<file path="src/rtl/hilo_muldiv.sv">
// rtl/hilo_muldiv.sv - HI/LO multiply/divide unit; MULDIV_MADD_EN enables madd/maddu/msub/msubu
module hilo_muldiv #(
  parameter int MUL_LAT = 5
) (
  input  logic        clk,
  input  logic        rst_n,
  input  logic [3:0]  mul_func,
  input  logic [31:0] in_a,
  input  logic [31:0] in_b,
  output logic [31:0] hi,
  output logic [31:0] lo,
  output logic        busy
);

  typedef enum logic [1:0] {
    S_IDLE,
    S_MUL,
    S_DIV
  } state_t;

  localparam logic [5:0] MUL_CNT_INIT = 6'(MUL_LAT - 1);
  localparam logic [5:0] DIV_CNT_INIT = 6'd32;

  state_t      state;
  logic [5:0]  cnt;
  logic [63:0] prod;

  // Divider datapath: partial remainder, quotient/dividend shift register, divisor
  logic [31:0] div_rem;
  logic [31:0] div_quo;
  logic [31:0] div_dsr;
  logic [31:0] div_a;
  logic        neg_q;
  logic        neg_r;
  logic        div_zero;

  // Decoded command
  logic        dec_mul;
  logic        dec_div;
  logic        dec_sgn;
  logic        dec_sethi;
  logic        dec_setlo;

`ifdef MULDIV_MADD_EN
  // Accumulate mode captured with the product: 0 load, 1 add, 2 subtract
  logic [1:0]  dec_op;
  logic [1:0]  acc_op;
`endif

  logic [63:0] ext_a;
  logic [63:0] ext_b;
  logic [63:0] mul_prod;
  logic [31:0] a_mag;
  logic [31:0] b_mag;
  logic [32:0] div_shl;
  logic [32:0] div_trial;
  logic [31:0] rem_next;
  logic [31:0] quo_next;
  logic [31:0] q_fix;
  logic [31:0] r_fix;
  logic [63:0] acc;

  // Decode the command code into operation class and signedness
  always_comb begin
    dec_mul   = 1'b0;
    dec_div   = 1'b0;
    dec_sgn   = 1'b0;
    dec_sethi = 1'b0;
    dec_setlo = 1'b0;
`ifdef MULDIV_MADD_EN
    dec_op    = 2'd0;
`endif
    case (mul_func)
      4'd1: begin dec_mul = 1'b1; dec_sgn = 1'b1; end
      4'd2: begin dec_mul = 1'b1; end
      4'd3: begin dec_div = 1'b1; dec_sgn = 1'b1; end
      4'd4: begin dec_div = 1'b1; end
      4'd5: begin dec_sethi = 1'b1; end
      4'd6: begin dec_setlo = 1'b1; end
`ifdef MULDIV_MADD_EN
      4'd7:  begin dec_mul = 1'b1; dec_sgn = 1'b1; dec_op = 2'd1; end
      4'd8:  begin dec_mul = 1'b1; dec_op = 2'd1; end
      4'd9:  begin dec_mul = 1'b1; dec_sgn = 1'b1; dec_op = 2'd2; end
      4'd10: begin dec_mul = 1'b1; dec_op = 2'd2; end
`endif
      default: begin end
    endcase
  end

  // Full 64-bit product; sign extension before a modulo-2^64 multiply gives the signed result
  always_comb begin
    ext_a    = {{32{dec_sgn & in_a[31]}}, in_a};
    ext_b    = {{32{dec_sgn & in_b[31]}}, in_b};
    mul_prod = ext_a * ext_b;
  end

  // Operand magnitudes for the divider; 0x80000000 negates to itself and is read as unsigned
  always_comb begin
    a_mag = (dec_sgn && in_a[31]) ? (~in_a + 32'd1) : in_a;
    b_mag = (dec_sgn && in_b[31]) ? (~in_b + 32'd1) : in_b;
  end

  // One restoring-division step: shift in the next dividend bit and try to subtract
  always_comb begin
    div_shl   = {div_rem, div_quo[31]};
    div_trial = div_shl - {1'b0, div_dsr};
    if (!div_trial[32]) begin
      rem_next = div_trial[31:0];
      quo_next = {div_quo[30:0], 1'b1};
    end else begin
      rem_next = div_shl[31:0];
      quo_next = {div_quo[30:0], 1'b0};
    end
  end

  // Sign correction applied on the commit edge
  always_comb begin
    q_fix = neg_q ? (~div_quo + 32'd1) : div_quo;
    r_fix = neg_r ? (~div_rem + 32'd1) : div_rem;
  end

  // Multiply commit value; accumulating forms use the HI/LO pair as it stands at commit
  always_comb begin
`ifdef MULDIV_MADD_EN
    case (acc_op)
      2'd1:    acc = {hi, lo} + prod;
      2'd2:    acc = {hi, lo} - prod;
      default: acc = prod;
    endcase
`else
    acc = prod;
`endif
  end

  // Main control: accept commands in IDLE, count down the multiply, iterate the divider
  always_ff @(posedge clk or negedge rst_n) begin
    if (!rst_n) begin
      state    <= S_IDLE;
      cnt      <= 6'd0;
      prod     <= 64'd0;
      div_rem  <= 32'd0;
      div_quo  <= 32'd0;
      div_dsr  <= 32'd0;
      div_a    <= 32'd0;
      neg_q    <= 1'b0;
      neg_r    <= 1'b0;
      div_zero <= 1'b0;
      hi       <= 32'd0;
      lo       <= 32'd0;
      busy     <= 1'b0;
`ifdef MULDIV_MADD_EN
      acc_op   <= 2'd0;
`endif
    end else begin
      case (state)
        S_IDLE: begin
          if (dec_sethi) begin
            hi <= in_a;
          end
          if (dec_setlo) begin
            lo <= in_a;
          end
          if (dec_mul) begin
            prod  <= mul_prod;
            cnt   <= MUL_CNT_INIT;
            state <= S_MUL;
            busy  <= 1'b1;
`ifdef MULDIV_MADD_EN
            acc_op <= dec_op;
`endif
          end
          if (dec_div) begin
            div_rem  <= 32'd0;
            div_quo  <= a_mag;
            div_dsr  <= b_mag;
            div_a    <= in_a;
            neg_q    <= dec_sgn & (in_a[31] ^ in_b[31]);
            neg_r    <= dec_sgn & in_a[31];
            div_zero <= (in_b == 32'd0);
            cnt      <= DIV_CNT_INIT;
            state    <= S_DIV;
            busy     <= 1'b1;
          end
        end
        S_MUL: begin
          if (cnt == 6'd0) begin
            hi    <= acc[63:32];
            lo    <= acc[31:0];
            state <= S_IDLE;
            busy  <= 1'b0;
          end else begin
            cnt <= cnt - 6'd1;
          end
        end
        S_DIV: begin
          if (cnt == 6'd0) begin
            if (div_zero) begin
              lo <= 32'hFFFF_FFFF;
              hi <= div_a;
            end else begin
              lo <= q_fix;
              hi <= r_fix;
            end
            state <= S_IDLE;
            busy  <= 1'b0;
          end else begin
            div_rem <= rem_next;
            div_quo <= quo_next;
            cnt     <= cnt - 6'd1;
          end
        end
        default: begin
          state <= S_IDLE;
          busy  <= 1'b0;
        end
      endcase
    end
  end

endmodule

</file>
<file path="config.mk">
export PLATFORM = sky130hd
export DESIGN_NAME = hilo_muldiv
export DESIGN_NICKNAME = d
export VERILOG_FILES = /design/src/rtl/hilo_muldiv.sv
export SDC_FILE = /design/constraint.sdc
export NUM_CORES = 2
export LEC_CHECK = 0
export ABC_AREA = 1
export CAP_MARGIN = 5
export CORE_MARGIN = 5
export CORE_UTILIZATION = 25
export DETAILED_ROUTE_END_ITERATION = 16
export PLACE_DENSITY_LB_ADDON = 0.08
export SLEW_MARGIN = 25
export SYNTH_ARGS = -nofsm -noshare
export SYNTH_HDL_FRONTEND = slang
export SYNTH_SLANG_ARGS = --single-unit
</file>
<file path="constraint.sdc">
create_clock -name clk -period 2.42 [get_ports clk]
set_input_delay 0.363 -clock clk [delete_from_list [all_inputs] [get_ports clk]]
set_output_delay 0.363 -clock clk [all_outputs]
set_load 0.02 [all_outputs]
</file>
==> reports/metrics.yaml <==
cp_num_buf_inv: 12
syn_avg_cell_area_um2: 7.46
grt_antenna_before_repair: 19
dieArea_um2: 243000
place_ws_ps: -5700
path_common_cell: "fa_1"
wl_met2_mm: 130
rows: 177
die_h_um: 493
ys_seq_elements: 268
status: "finished with violations"
synth_nets: 9254
io_buffers: 134
cp_data_required_time_ps: 2910
drv_slew: 0
numCtsBuffers: 38
top_layer: "met4"
routed_via_density: 4.45
netlist_area_um2: 58200
grt.total_usage_pct: 22.1
postRouteAntennaNets: 0
die_x_um: 493
synth-async-reset-ratio_pct: 100
setup_ws_ps: -4430
synthTopCellsByCount: "nand2_1, inv_1, fa_1"
setup_viol: 94
path_max_fanout: 7
fin_crit_sh_pct: 283
end_kind: "flop"
gr-total-overflow: 0
nets: 10169
start_kind: "input pin"
cpPeakStageDelay_ps: 650
clkTransAtPathRegs_ps: 60
first_pass_iters: 6
clock_latency_ps: 610
seq_area_frac_synth_pct: 11.5
drive_gt1_share_pct: 23.8
crit_family: "adder cells"
maxCapViolations: 0
finalWirelength_mm: 270
grt_max_degree: 80
vias: 52545
cts_tree: "built"
clockRootBuffer: "clkbuf_16"
finalCriticalPeriod_ps: 6850
crit_path_top_delay_cell: "fa_2"
ys_warn_count: 0
rsz0062_at_grt: "true"
skew_ps: 30.4
syn_inst: 7803
synth_edf_count: 0
drt-met1-wl_mm: 124
synthTopCellsByArea: "fa_1, nand2_1, inv_1, dfrtp_1, ha_1"
yosys_most_used_dff: "dfrtp_1"
wl_per_cell_um: 22.9
violations: "negative setup slack"
synthMostInstantiatedCell: "nand2_1"
drt-initial-drc-count: 3173
area_delta_synth_final_pct: 34.1
worst_pin_slew_ps: 665
yosys.area.top_type: "fa_1"
clkSinkCount: 268
gp_congestion: 0.897
start_util_pct: 25.1
route.detailed.drc: 0
grt_first_pass_wirelength_mm: 395
grt_pass1_vias: 56684
cts_max_path_buffers: 3
cts_max_level: 2
hpwl_mm: 229
ios: 135
hold_viol: 0
hp-class: "in2async"
met3_length_mm: 9.82
core-area_um2: 232000
slew_headroom_pct: 55.2
setup.worst_path.class: "in2reg"
synth.distinct_cells: 57
arrival_ps: 7330
fmax_mhz: 146
synth_top_area_share_pct: 38.7
## stage by stage
step           std cells  util [%]  cell area [um^2]  hold slack [ps]  setup TNS (ps)
2_1_floorplan       7803         -             61100             67.4         -213430
3_3_place_gp       11614      31.1             72100              335         -389790
3_5_place_dp       11614      31.1             72100              310         -390630
4_1_cts            11752      33.0             76500              242         -233510
5_1_grt            11792      33.6             78100              293         -240940
6_report           11797      33.6             78100              279         -224450
## routing by layer
metal / up-vias / global-route usage, %
li1: 24656 / -
met1: 26775 / 30.8
met2: 946 / 38.0
met3: 168 / 1.56
met4: 0 / 4.23
met5: - / 0
## path summary, 6_finish.rpt
kind                                         startpoint                 endpoint  slack, ps  cells past startpoint
worst min-delay path                              rst_n  div_dsr[19]$_DFFE_PN0P_        280                      2
min in group clk                               in_b[29]  div_dsr[29]$_DFFE_PN0P_        280                      5
worst max-delay path                        mul_func[3]      acc[58]$_DFFE_PN0P_      -4430                     32
worst min register to register  div_dsr[31]$_DFFE_PN0P_  div_dsr[31]$_DFFE_PN0P_        480                      2
worst max register to register  div_rem[22]$_DFFE_PN0P_       hi[28]$_DFFE_PN0P_       -120                     14
max in group asynchronous                         rst_n      acc[50]$_DFFE_PN0P_       1350                      3
## worst register-to-register path, cell delays in order, from the launching register on
cell	delay [ps]
dfrtp_1	480
buf_4	200
nor2_1	250
nand3_1	170
nor2_1	120
nand2_1	80
o21ai_0	160
nand2_1	70
nand2_1	50
nand2_1	290
nand2_1	180
nand2_1	60
nand2_1	50
nand2_1	120
a21boi_0	200
## layout by cell type, fill, tap and decap left out, types with 35 or more instances in the layout
| cell | instances |
|---|---|
| ha_1 | 184 |
| buf_6 | 91 |
| inv_1 | 1772 |
| clkbuf_16 | 43 |
| nand3_1 | 263 |
| buf_12 | 145 |
| o21ai_1 | 83 |
| a21oi_1 | 113 |
| nand2_4 | 49 |
| clkdlybuf4s50_1 | 66 |
| nand2_2 | 83 |
| a21boi_0 | 36 |
| xor2_1 | 41 |
| nor2_4 | 97 |
| nor2_2 | 53 |
| dfrtp_1 | 267 |
| buf_2 | 35 |
| a21oi_2 | 42 |
| nor2_1 | 384 |
| inv_2 | 100 |
| or2_2 | 38 |
| nand2_1 | 1951 |
| o21ai_0 | 231 |
| ha_4 | 68 |
| nand3_2 | 44 |
| fa_2 | 64 |
| fa_1 | 1062 |
| buf_4 | 888 |
| nand4_1 | 46 |
## cell type report
cell class / instances / area [um^2]
Fill cell: 24855 / 154000
Multi-Input combinational cell: 5259 / 46900
Timing Repair Buffer: 1255 / 12000
Inverter: 1896 / 7180
Sequential cell: 268 / 6710
Tap cell: 3043 / 3810
Clock buffer: 48 / 1080
Clock inverter: 21 / 363
Antenna cell: 7 / 17.5
## state kept, by name, summed over array words and instances, names as in the netlist, 2 cells and up
register and count:
div_quo 32, lo 32, cnt 6, state 2
acc 64, div_dsr 32, hi 32, div_rem 32
div_a 32
## what timing repair did
action,4_1_cts,5_1_grt
hold buffers,1,0
gates cloned,5,4
setup buffers,63,35
endpoints found under the setup margin,147,129
pin swaps,209,195
endpoints found under the hold margin,34,0
gates resized for setup,659,311
## cell families (layout without fill, tap and decap cells)
| kind of cell | after synthesis | in the layout | synth area share [%] |
|---|---|---|---|
| other cells | 0 | 7 | 0 |
| flops | 268 | 268 | 11.5 |
| compound gates | 678 | 678 | 6.46 |
| simple gates | 3117 | 3117 | 21.7 |
| xor+xnor | 83 | 83 | 1.25 |
| buf+inv | 2276 | 3220 | 14.8 |
| fa+ha+maj | 1381 | 1381 | 44.2 |
Power is left out: the tool's default activity adds up to more than one toggle a clock period on the data nets, which glitch-free logic cannot reach.
